`src/rtl/fir_coef_loader.sv`:
```
// Shadow-bank coefficient loader for the FIR filter.
// Streams taps in over valid/ready and then swaps the full set onto `coefs` in one edge.
module fir_coef_loader #(
    parameter  int REGS_NUM = 2,
    parameter  int COEF_SZ  = 16,
    localparam int TAP_W    = (REGS_NUM > 1) ? $clog2(REGS_NUM) : 1
) (
    input  logic                    clk,
    input  logic                    rst_n,
    input  logic                    load_start,
    input  logic                    in_valid,
    input  logic [COEF_SZ-1:0]      in_data,
    output logic                    in_ready,
    output logic [REGS_NUM*32-1:0]  coefs,
    output logic                    busy,
    output logic                    done,
    output logic [TAP_W-1:0]        tap_idx
);

    localparam logic [TAP_W-1:0] LAST_TAP = TAP_W'(REGS_NUM - 1);

    typedef enum logic [1:0] {
        S_IDLE   = 2'd0,
        S_LOAD   = 2'd1,
        S_COMMIT = 2'd2
    } state_t;

    state_t                     r_state;
    logic signed [COEF_SZ-1:0]  r_shadow [REGS_NUM];
    logic [REGS_NUM*32-1:0]     r_coefs;
    logic                       r_done;
    logic [TAP_W-1:0]           r_tap_idx;
    logic [REGS_NUM*32-1:0]     w_packed;

    function automatic logic [31:0] sext32(input logic signed [COEF_SZ-1:0] c);
        return 32'(c);
    endfunction

    // Tap 0 lands in the most significant slot of the packed bus.
    always_comb begin
        w_packed = '0;
        for (int i = 0; i < REGS_NUM; i++) begin
            w_packed[(REGS_NUM-1-i)*32 +: 32] = sext32(r_shadow[i]);
        end
    end

    always_ff @(posedge clk or negedge rst_n) begin
        if (!rst_n) begin
            r_state   <= S_IDLE;
            r_coefs   <= '0;
            r_done    <= 1'b0;
            r_tap_idx <= '0;
            for (int i = 0; i < REGS_NUM; i++) begin
                r_shadow[i] <= '0;
            end
        end else begin
            r_done <= 1'b0;
            case (r_state)
                S_IDLE: begin
                    if (load_start) begin
                        r_state   <= S_LOAD;
                        r_tap_idx <= '0;
                    end
                end
                S_LOAD: begin
                    // A restart wins over a word presented in the same cycle.
                    if (load_start) begin
                        r_tap_idx <= '0;
                    end else if (in_valid) begin
                        r_shadow[r_tap_idx] <= in_data;
                        if (r_tap_idx == LAST_TAP) begin
                            r_state <= S_COMMIT;
                        end else begin
                            r_tap_idx <= r_tap_idx + TAP_W'(1);
                        end
                    end
                end
                S_COMMIT: begin
                    r_coefs   <= w_packed;
                    r_done    <= 1'b1;
                    r_tap_idx <= '0;
                    r_state   <= S_IDLE;
                end
                default: begin
                    r_state <= S_IDLE;
                end
            endcase
        end
    end

    assign in_ready = (r_state == S_LOAD);
    assign busy     = (r_state != S_IDLE);
    assign coefs    = r_coefs;
    assign done     = r_done;
    assign tap_idx  = r_tap_idx;

endmodule

```
`config.mk`:
```
export PLATFORM = sky130hd
export DESIGN_NAME = fir_coef_loader
export DESIGN_NICKNAME = d
export VERILOG_FILES = /design/src/rtl/fir_coef_loader.sv
export SDC_FILE = /design/constraint.sdc
export NUM_CORES = 1
export LEC_CHECK = 0
export CAP_MARGIN = 20
export CELL_PAD_IN_SITES_DETAIL_PLACEMENT = 0
export CELL_PAD_IN_SITES_GLOBAL_PLACEMENT = 1
export CORE_AREA = 5 5 82 103
export DETAILED_ROUTE_END_ITERATION = 12
export DIE_AREA = 0 0 87 108
export GPL_ROUTABILITY_DRIVEN = 0
export PLACE_DENSITY = 0.79
export RECOVER_POWER = 100
export SETUP_SLACK_MARGIN = 0.1
export SLEW_MARGIN = 25
export SYNTH_ARGS = -nofsm -noshare
export SYNTH_HDL_FRONTEND = slang
export SYNTH_SLANG_ARGS = --single-unit
```
`constraint.sdc`:
```
create_clock -name clk -period 2.55 [get_ports clk]
set_input_delay 0.51 -clock clk [delete_from_list [all_inputs] [get_ports clk]]
set_output_delay 0.51 -clock clk [all_outputs]
set_load 0.05 [all_outputs]
```
==> run_results.csv, run 1 <==
group,metric,value,unit
status,run_status,"finished clean",
critical_path,reg2reg_from,"r_state[1]",
timing,timing.setup.tns,0,ns
detailed_routing,met2_layer_wire_length_in_the_routed_design,2.41,mm
placed_design,dp_hpwl,3.61,mm
cells_and_area,final.fill_count,679,
grt,initial_antenna_violation_count,0,
critical_path,timing_worst_setup_path_type,"reg2out",
die,die_area,9400,sq um
detailed_routing,drt_pass1_iterations,2,
critical_path,cp_num_cells,1,
grt,pin_count_of_the_biggest_net_entering_global_routing,35,
synth,postSynthCellCount,184,
clock_tree,worst_skew_pair.late_latency,0.33,ns
synth,post_synth_num_cell_types,19,
critical_path,gate_family_responsible_for_the_most_delay_along_the_worst_path,"buffers and inverters",
critical_path,worstPathBufferInverterCount,1,
cells_and_area,diodes,0,
timing,worst_clock_skew,0.00898,ns
detailed_routing,num_vias,1586,
synth,synth_area,2850,sq um
detailed_routing,dr.max_layer_used,"met4",
cells_and_area,drive_gt1_share,28.7,%
run,drv_cap,0,
critical_path,timing.reg2reg.setup_slack,0.65,ns
clock_tree,clock_tree.buffer_depth,2,
grt,global_route.overflow_total,0,
synth,synth.avg_cell_area,15.5,sq um
synth,synthesis.nets,204,
timing,tightest_slew,1.17,ns
detailed_routing,post-route-drc-count,0,
clock_tree,clock_tree_from_tritoncts,"built",
critical_path,worst-r2r-cell-count,4,
critical_path,end_kind,"output port",
timing,fmaxAchievable,426,MHz
timing,worst_slew_margin_rel,22.0,%
synth,seq_area_frac_synth,59.7,%
clock_tree,holdBufCountCts,0,
synth,post-synth-top-area-fraction,59.7,%
critical_path,arrival,1.84,ns
detailed_routing,dr_wl_met3,517,um
die,pin_count,88,
cells_and_area,mostFrequentLayoutCells,"68 x dfrtp_1, 53 x mux2_2, 50 x dlygate4sd3_1",
clock_tree,number_of_h_tree_levels,3,
grt,global_route.usage.total,11.9,%
critical_path,crit-reg2reg-capture,"r_shadow[29]",
critical_path,worst-path-max-fanout,18,
grt,first_global_vias,1669,
synth,yosys_register_bits,68,
placed_design,port_buffers,87,
timing,fin_crit,2.35,ns
synth,yosys_synthesis_warning_count,0,
synth,synthTopCellsByArea,"dfrtp_1 60%, mux2_2 21%, buf_4 8.4%",
critical_path,timing.critical_path.cells,"dlygate4sd3_1",
cells_and_area,area_growth,28.0,%
critical_path,startpoint_type,"flip-flop",
timing,timing.final.max_slew_violations,0,
detailed_routing,final_antenna_net_count,0,
synth,cell_type_with_the_largest_total_area_after_synthesis,"dfrtp_1",
grt,grt_pass1_wl,8.45,mm
clock_tree,cts_root_buffer,"clkbuf_8",
die,start_util,39.0,%
die,fp.dieH,108,um
detailed_routing,vias_per_cell,4.58,
critical_path,slowest_stage,"dlygate4sd3_1",
timing,finalCritPeriodShare,92.1,%
clock_tree,tritoncts_num_sinks,68,
die,core-area,7310,sq um
detailed_routing,drt_iter0_markers,32,
cells_and_area,leading_cell_type_in_the_layout_fill_and_taps_excluded,"dfrtp_1",
timing,final-setup-viol-count,0,
timing,final_hold_viol_count,0,
critical_path,slowest_delay,0.94,ns
detailed_routing,post_drt_wl_per_cell,15.2,um
hold_path,worst_hold_path_type,"in2async",
clock_tree,clk_pin_slew_worst_paths,0.07,ns
die,std_cell_rows,35,
die,die_x,87,um
detailed_routing,drt_wl_total,5.25,mm
critical_path,timing.critical_path.required,2.04,ns
detailed_routing,met1Wirelength,2.23,mm
timing,rsz0062_at_grt,"false",
clock_tree,cts_inserted_buffers,9,
cells_and_area,final_nets,269,
worst max-delay path by stage:
stage | startpoint | end
floorplan | coefs[31] | coefs[16]
global placement | load_start | r_shadow[26]
detailed placement | load_start | r_shadow[31]
CTS | coefs[31] | coefs[22]
global route | coefs[31] | coefs[29]
finish | coefs[47] | coefs[57]
cell families after synthesis:
family | share of synthesized area, %
DFF | 59.7
muxes | 26.6
buffers and inverters | 10.8
and+or+nand+nor | 2.24
AOI/OAI and AO/OA | 0.615
final cells by class:
cell class | instances | area (sq um) | area share (%)
clock buffer | 12 | 155 | 4.26
clock inverter | 4 | 47.5 | 1.30
multi-input combinational | 75 | 800 | 21.9
tap | 92 | 115 | 3.16
inverter | 2 | 7.51 | 0.206
timing repair buffer | 93 | 820 | 22.5
sequential | 68 | 1700 | 46.7
per-stage QoR:
step	util (%)	setup slack (ns)	hold WS [ns]	instances	area (sq um)
detailed placement	49.0	0.394	0.488	330	3580
global route	49.9	0.0690	0.478	346	3650
CTS	51.8	0.154	0.141	346	3780
floorplan	-	0.876	0.214	184	2850
global placement	49.0	0.408	0.484	330	3580
finish	49.9	0.202	0.391	346	3650
flip-flops by register name (all words and copies together), names as in the netlist:
signal and flops:
tap_idx 1, coefs 32, r_state 2, done 1, r_shadow 32
timing repair:
action,in CTS,in global routing
setup buffers,0,0
setup endpoints to repair,0,22
gates resized for setup,0,11
routing by layer:
layer	vias to the layer above	global-route usage (%)
met1	779	15.5
met2	74	17.9
met4	0	6.35
li1	722	-
met3	11	3.13
met5	-	0
cell usage after synthesis (all sizes together):
| cell | n |
|---|---|
| or2 | 1 |
| nor2 | 1 |
| a21oi | 2 |
| and4bb | 1 |
| and2b | 1 |
| nor2b | 2 |
| inv | 2 |
| a21o | 1 |
| dfrtp | 68 |
| mux2 | 64 |
| nand2 | 2 |
| buf | 38 |
| clkbuf | 1 |
Power of run 1 is not shown: default switching activity piles up to over one toggle a cycle in this logic, so the estimate is an artifact.
==> run 2, diff against run 1 <==
--- a/config.mk
+++ b/config.mk
@@ -9,12 +9,14 @@
 export CELL_PAD_IN_SITES_DETAIL_PLACEMENT = 0
 export CELL_PAD_IN_SITES_GLOBAL_PLACEMENT = 1
 export CORE_AREA = 5 5 82 103
+export CTS_BUF_LIST = sky130_fd_sc_hd__clkbuf_16
 export DETAILED_ROUTE_END_ITERATION = 12
 export DIE_AREA = 0 0 87 108
 export GPL_ROUTABILITY_DRIVEN = 0
 export PLACE_DENSITY = 0.79
 export RECOVER_POWER = 100
 export SETUP_SLACK_MARGIN = 0.1
+export SKIP_LAST_GASP = 1
 export SLEW_MARGIN = 25
 export SYNTH_ARGS = -nofsm -noshare
 export SYNTH_HDL_FRONTEND = slang
==> run 2 against run 1 <==
First-iteration DRC count up 28%. Fmax up 1.6%. Routed wire length down 1.7%. Design area up 3.6%. Flip-flop and latch count unchanged. Critical path depth unchanged. Register-to-register slack about the same. Critical endpoint is now coefs[31]. Die area unchanged. Largest cell class unchanged. Setup slack better by 0.036 ns. Highest routed layer unchanged. Global-route usage about the same. Clock skew down 0.0021 ns. Final cell count unchanged.
==> run_results.csv, run 2 (synthesis gave the netlist of run 1 again) <==
group,metric,value,unit
die,pin_count,88,
timing,finalCritPeriodShare,90.7,%
placed_design,placedInstanceArea,3580,sq um
critical_path,end_kind,"output port",
detailed_routing,final_antenna_net_count,0,
clock_tree,clk_pin_slew_worst_paths,0.05,ns
die,start_util,39.0,%
critical_path,timing.critical_path.cells,"clkdlybuf4s50_1",
critical_path,worst-path-max-fanout,18,
cells_and_area,final_nets,269,
status,run_status,"finished clean",
detailed_routing,drt_wl_total,5.16,mm
timing,worst_slew_margin_rel,22.4,%
timing,worst_clock_skew,0.00686,ns
placed_design,port_buffers,87,
timing,fmaxAchievable,433,MHz
clock_tree,post_cts.resized_instances,0,
cells_and_area,diodes,0,
timing,final-setup-viol-count,0,
grt,initial_antenna_violation_count,0,
die,core-area,7310,sq um
clock_tree,clock_tree.buffer_depth,2,
die,fp.dieH,108,um
critical_path,gate_family_responsible_for_the_most_delay_along_the_worst_path,"buffers and inverters",
cells_and_area,drive_gt1_share,28.0,%
grt,first_global_vias,1682,
critical_path,timing.critical_path.required,2.04,ns
critical_path,worstPathBufferInverterCount,1,
clock_tree,post-cts-setup-buffers,0,
critical_path,worstSetupStartpoint,"coefs[31]",
clock_tree,worst_skew_pair.late_latency,0.32,ns
timing,fin_crit,2.31,ns
timing,timing.setup.tns,0,ns
hold_path,worst_hold_path_type,"in2async",
cells_and_area,post-route-util,51.7,%
cells_and_area,area_growth,32.6,%
clock_tree,number_of_h_tree_levels,3,
timing,tightest_slew,1.16,ns
detailed_routing,drt_iter0_markers,41,
timing,rsz0062_at_grt,"false",
clock_tree,clock_tree_from_tritoncts,"built",
run,drv_cap,0,
clock_tree,holdBufCountCts,0,
detailed_routing,drt_pass1_iterations,2,
critical_path,slowest_delay,0.89,ns
critical_path,startpoint_type,"flip-flop",
timing,timing.final.max_slew_violations,0,
cells_and_area,post_route_cell_area,3780,sq um
critical_path,slowest_stage,"clkdlybuf4s50_1",
die,std_cell_rows,35,
die,die_x,87,um
grt,pin_count_of_the_biggest_net_entering_global_routing,35,
critical_path,arrival,1.80,ns
cells_and_area,leading_cell_type_in_the_layout_fill_and_taps_excluded,"dfrtp_1",
grt,global_route.usage.total,11.8,%
cells_and_area,final.fill_count,657,
timing,final_hold_viol_count,0,
grt,grt_pass1_wl,8.47,mm
grt,global_route.overflow_total,0,
cells_and_area,mostFrequentLayoutCells,"68 x dfrtp_1, 53 x mux2_2, 53 x dlygate4sd3_1",
detailed_routing,post-route-drc-count,0,
detailed_routing,vias_per_cell,4.58,
die,die_area,9400,sq um
detailed_routing,num_vias,1586,
critical_path,timing_worst_setup_path_type,"reg2out",
detailed_routing,post_drt_wl_per_cell,14.9,um
clock_tree,cts_root_buffer,"clkbuf_16",
clock_tree,cts_inserted_buffers,9,
placed_design,dp_hpwl,3.61,mm
clock_tree,tritoncts_num_sinks,68,
critical_path,reg2reg_from,"r_state[1]",
==> run 2: cell count changes in the layout (fill, tap and decap cells not counted), moves of 2 or more <==
cell / delta
clkdlybuf4s50_1: +5
clkbuf_1: -9
clkbuf_8: -11
dlygate4sd3_1: +3
clkbuf_16: +9
clkinv_1: +2
==> run 2: layer usage <==
| metal | vias to the layer above | GRT usage (%) | routed length (um) |
|---|---|---|---|
| met2 | 73 | 17.9 | 2410 |
| met4 | 0 | 5.68 | 51 |
| met3 | 9 | 3.13 | 484 |
| met5 | - | 0 | 0 |
| li1 | 725 | - | - |
| met1 | 779 | 15.6 | 2220 |
==> run 2: final timing paths <==
path | end | slack (ns) | depth (start not counted)
min reg2reg | r_shadow[21] | 0.49 | 1
min in group clk | r_shadow[21] | 0.49 | 1
max | coefs[31] | 0.24 | 1
max reg2reg | r_shadow[27] | 0.66 | 4
min | r_shadow[16] | 0.41 | 1
max in group asynchronous | coefs[44] | 0.64 | 2
==> run 2: area by class of cell <==
| cell class | instances | area (sq um) | area share [%] |
|---|---|---|---|
| clock buffers | 9 | 225 | 5.96 |
| well taps | 92 | 115 | 3.05 |
| repair buffers | 93 | 870 | 23.0 |
| clock inverters | 7 | 58.8 | 1.56 |
| multi-input cells | 75 | 800 | 21.2 |
| flip-flops and latches | 68 | 1700 | 45.0 |
| inverters | 2 | 7.51 | 0.199 |
==> run 2: stage by stage <==
stage	std cells	hold WS, ns	worst slack (ns)
floorplan	184	0.214	0.876
global placement	330	0.484	0.408
detailed placement	330	0.488	0.394
CTS	346	0.172	0.187
global route	346	0.501	0.0886
finish	346	0.408	0.238
Power of run 2 is left out for the same reason.
==> run 3, diff against run 2 <==
--- a/config.mk
+++ b/config.mk
@@ -8,16 +8,16 @@
 export CAP_MARGIN = 20
 export CELL_PAD_IN_SITES_DETAIL_PLACEMENT = 0
 export CELL_PAD_IN_SITES_GLOBAL_PLACEMENT = 1
-export CORE_AREA = 5 5 82 103
+export CORE_AREA = 5 5 85 107
 export CTS_BUF_LIST = sky130_fd_sc_hd__clkbuf_16
 export DETAILED_ROUTE_END_ITERATION = 12
-export DIE_AREA = 0 0 87 108
+export DIE_AREA = 0 0 90 112
 export GPL_ROUTABILITY_DRIVEN = 0
-export PLACE_DENSITY = 0.79
+export PLACE_DENSITY = 0.74
 export RECOVER_POWER = 100
 export SETUP_SLACK_MARGIN = 0.1
 export SKIP_LAST_GASP = 1
-export SLEW_MARGIN = 25
+export SLEW_MARGIN = 20
 export SYNTH_ARGS = -nofsm -noshare
 export SYNTH_HDL_FRONTEND = slang
 export SYNTH_SLANG_ARGS = --single-unit
==> constraint.sdc (replaced) <==
create_clock -name clk -period 2.13 [get_ports clk]
set_input_delay 0.426 -clock clk [delete_from_list [all_inputs] [get_ports clk]]
set_output_delay 0.426 -clock clk [all_outputs]
set_load 0.05 [all_outputs]
==> run 3 against run 2 <==
The run now ends with max-capacitance violations, max-slew violations left. First-iteration DRC count fell by 17%. Non-clock buffer count fell by 2. Sequential share of layout area rose by 1.4 points. Worst hold slack improved by 0.087 ns. Highest routed layer unchanged. Global-route usage fell by 1.3 points. Core utilization fell by 6.0 points. Design area fell by 3.1%. Critical path depth did not move. Register-to-register slack got worse by 0.33 ns. Die area rose by 7.3%.
==> run_results.csv, run 3 (synthesis gave the netlist of run 1 again) <==
group,metric,value,unit
cells_and_area,leading_cell_type_in_the_layout_fill_and_taps_excluded,"dfrtp_1",
timing,final-setup-viol-count,0,
placed_design,place_inst,333,
cells_and_area,diodes,0,
detailed_routing,post-route-drc-count,0,
grt,grt_pass1_wl,8.56,mm
die,die_x,90,um
clock_tree,number_of_h_tree_levels,3,
status,violations,"max-capacitance violations, max-slew violations",
grt,pin_count_of_the_biggest_net_entering_global_routing,69,
cells_and_area,sequential_cell_area,1700,sq um
cells_and_area,mostFrequentLayoutCells,"68 x dfrtp_1, 54 x mux2_2, 33 x clkbuf_2",
status,run_status,"complete, but fails checks",
timing,worst_clock_skew,0.00508,ns
run,drv_cap,1,
cells_and_area,final.fill_count,778,
timing,final_hold_viol_count,0,
die,fp.dieH,112,um
critical_path,slowest_stage,"dlygate4sd3_1",
grt,first_global_vias,1697,
timing,timing.final.max_slew_violations,69,
placed_design,placedInstanceArea,3520,sq um
timing,worst_slew_margin_rel,-8.35,%
die,pin_count,88,
detailed_routing,drt_pass1_iterations,2,
clock_tree,post_cts.resized_instances,1,
timing,rsz0062_at_grt,"false",
clock_tree,clock_tree_from_tritoncts,"built",
detailed_routing,drt_wl_total,5.06,mm
critical_path,timing.critical_path.cells,"dlygate4sd3_1",
hold_path,worst_hold_path_type,"reg2reg",
clock_tree,cts_root_buffer,"clkbuf_16",
critical_path,slowest_delay,0.90,ns
timing,tightest_slew,1.63,ns
timing,finalCritPeriodShare,92.9,%
cells_and_area,finish.cell_count_without_fillers,349,
cells_and_area,post_route_cell_area,3660,sq um
cells_and_area,multi_input_area,800,sq um
critical_path,startpoint_type,"flip-flop",
detailed_routing,drt_iter0_markers,34,
critical_path,end_kind,"output port",
critical_path,gate_family_responsible_for_the_most_delay_along_the_worst_path,"buffers and inverters",
grt,global_route.usage.total,10.6,%
detailed_routing,post_drt_wl_per_cell,14.5,um
grt,initial_antenna_violation_count,0,
critical_path,worstPathBufferInverterCount,1,
die,std_cell_rows,37,
timing,fmaxAchievable,505,MHz
detailed_routing,final_antenna_net_count,0,
detailed_routing,vias_per_cell,4.52,
cells_and_area,area_growth,28.5,%
die,start_util,35.6,%
clock_tree,worst_skew_pair.late_latency,0.32,ns
timing,fin_crit,1.98,ns
cells_and_area,final_nets,267,
clock_tree,holdBufCountCts,0,
critical_path,timing.critical_path.required,1.70,ns
placed_design,dp_hpwl,3.40,mm
die,core-area,8010,sq um
critical_path,timing_worst_setup_path_type,"reg2out",
clock_tree,cts_inserted_buffers,9,
critical_path,worst-path-max-fanout,2,
grt,global_route.overflow_total,0,
die,die_area,10100,sq um
clock_tree,post-cts-setup-buffers,0,
timing,timing.setup.tns,0,ns
placed_design,port_buffers,87,
cells_and_area,drive_gt1_share,42.9,%
clock_tree,clk_pin_slew_worst_paths,0.05,ns
clock_tree,tritoncts_num_sinks,68,
detailed_routing,num_vias,1579,
critical_path,arrival,1.55,ns
clock_tree,clock_tree.buffer_depth,2,
==> run 3: changes by cell type in the layout (fill, tap and decap cells not counted), sizes merged, moves of 2 or more <==
cell           delta
clkbuf           +29
dlygate4sd3      -21
clkdlybuf4s50    -13
buf               +2
clkinv            -2
==> run 3: final cells by class <==
| type | count | share of cell area [%] |
|---|---|---|
| Inverter | 2 | 0.205 |
| Multi-Input combinational cell | 75 | 21.8 |
| Tap cell | 97 | 3.32 |
| Timing Repair Buffer | 91 | 19.5 |
| Sequential cell | 68 | 46.5 |
| Clock buffer | 9 | 6.15 |
| Clock inverter | 7 | 2.53 |
==> run 3: layer usage <==
metal	global-route usage (%)	up-vias	share of wire, %
met5	0	-	0
met4	3.57	0	0.20
met3	5.81	2	9.9
met2	16.8	73	48
met1	12.0	777	42
li1	-	727	-
==> run 3: path summary, 6_finish.rpt <==
check	start	end	slack, ns	depth (start not counted)
max	coefs[14]	coefs[14]	0.15	1
min	r_shadow[30]	r_shadow[30]	0.49	1
max reg2reg	r_state[1]	coefs[34]	0.33	3
min reg2reg	r_shadow[30]	r_shadow[30]	0.49	1
max in group asynchronous	rst_n	coefs[44]	0.54	2
min in group asynchronous	rst_n	coefs[9]	0.61	2
==> run 3: through the flow <==
stage	worst slack [ns]	hold WS [ns]	util, %
finish	0.151	0.495	45.7
global route	0.0925	0.503	45.7
CTS	0.185	0.127	47.9
detailed placement	0.0809	0.473	44.0
global placement	0.106	0.475	44.0
floorplan	0.540	0.130	-
Power of run 3 is left out for the same reason.
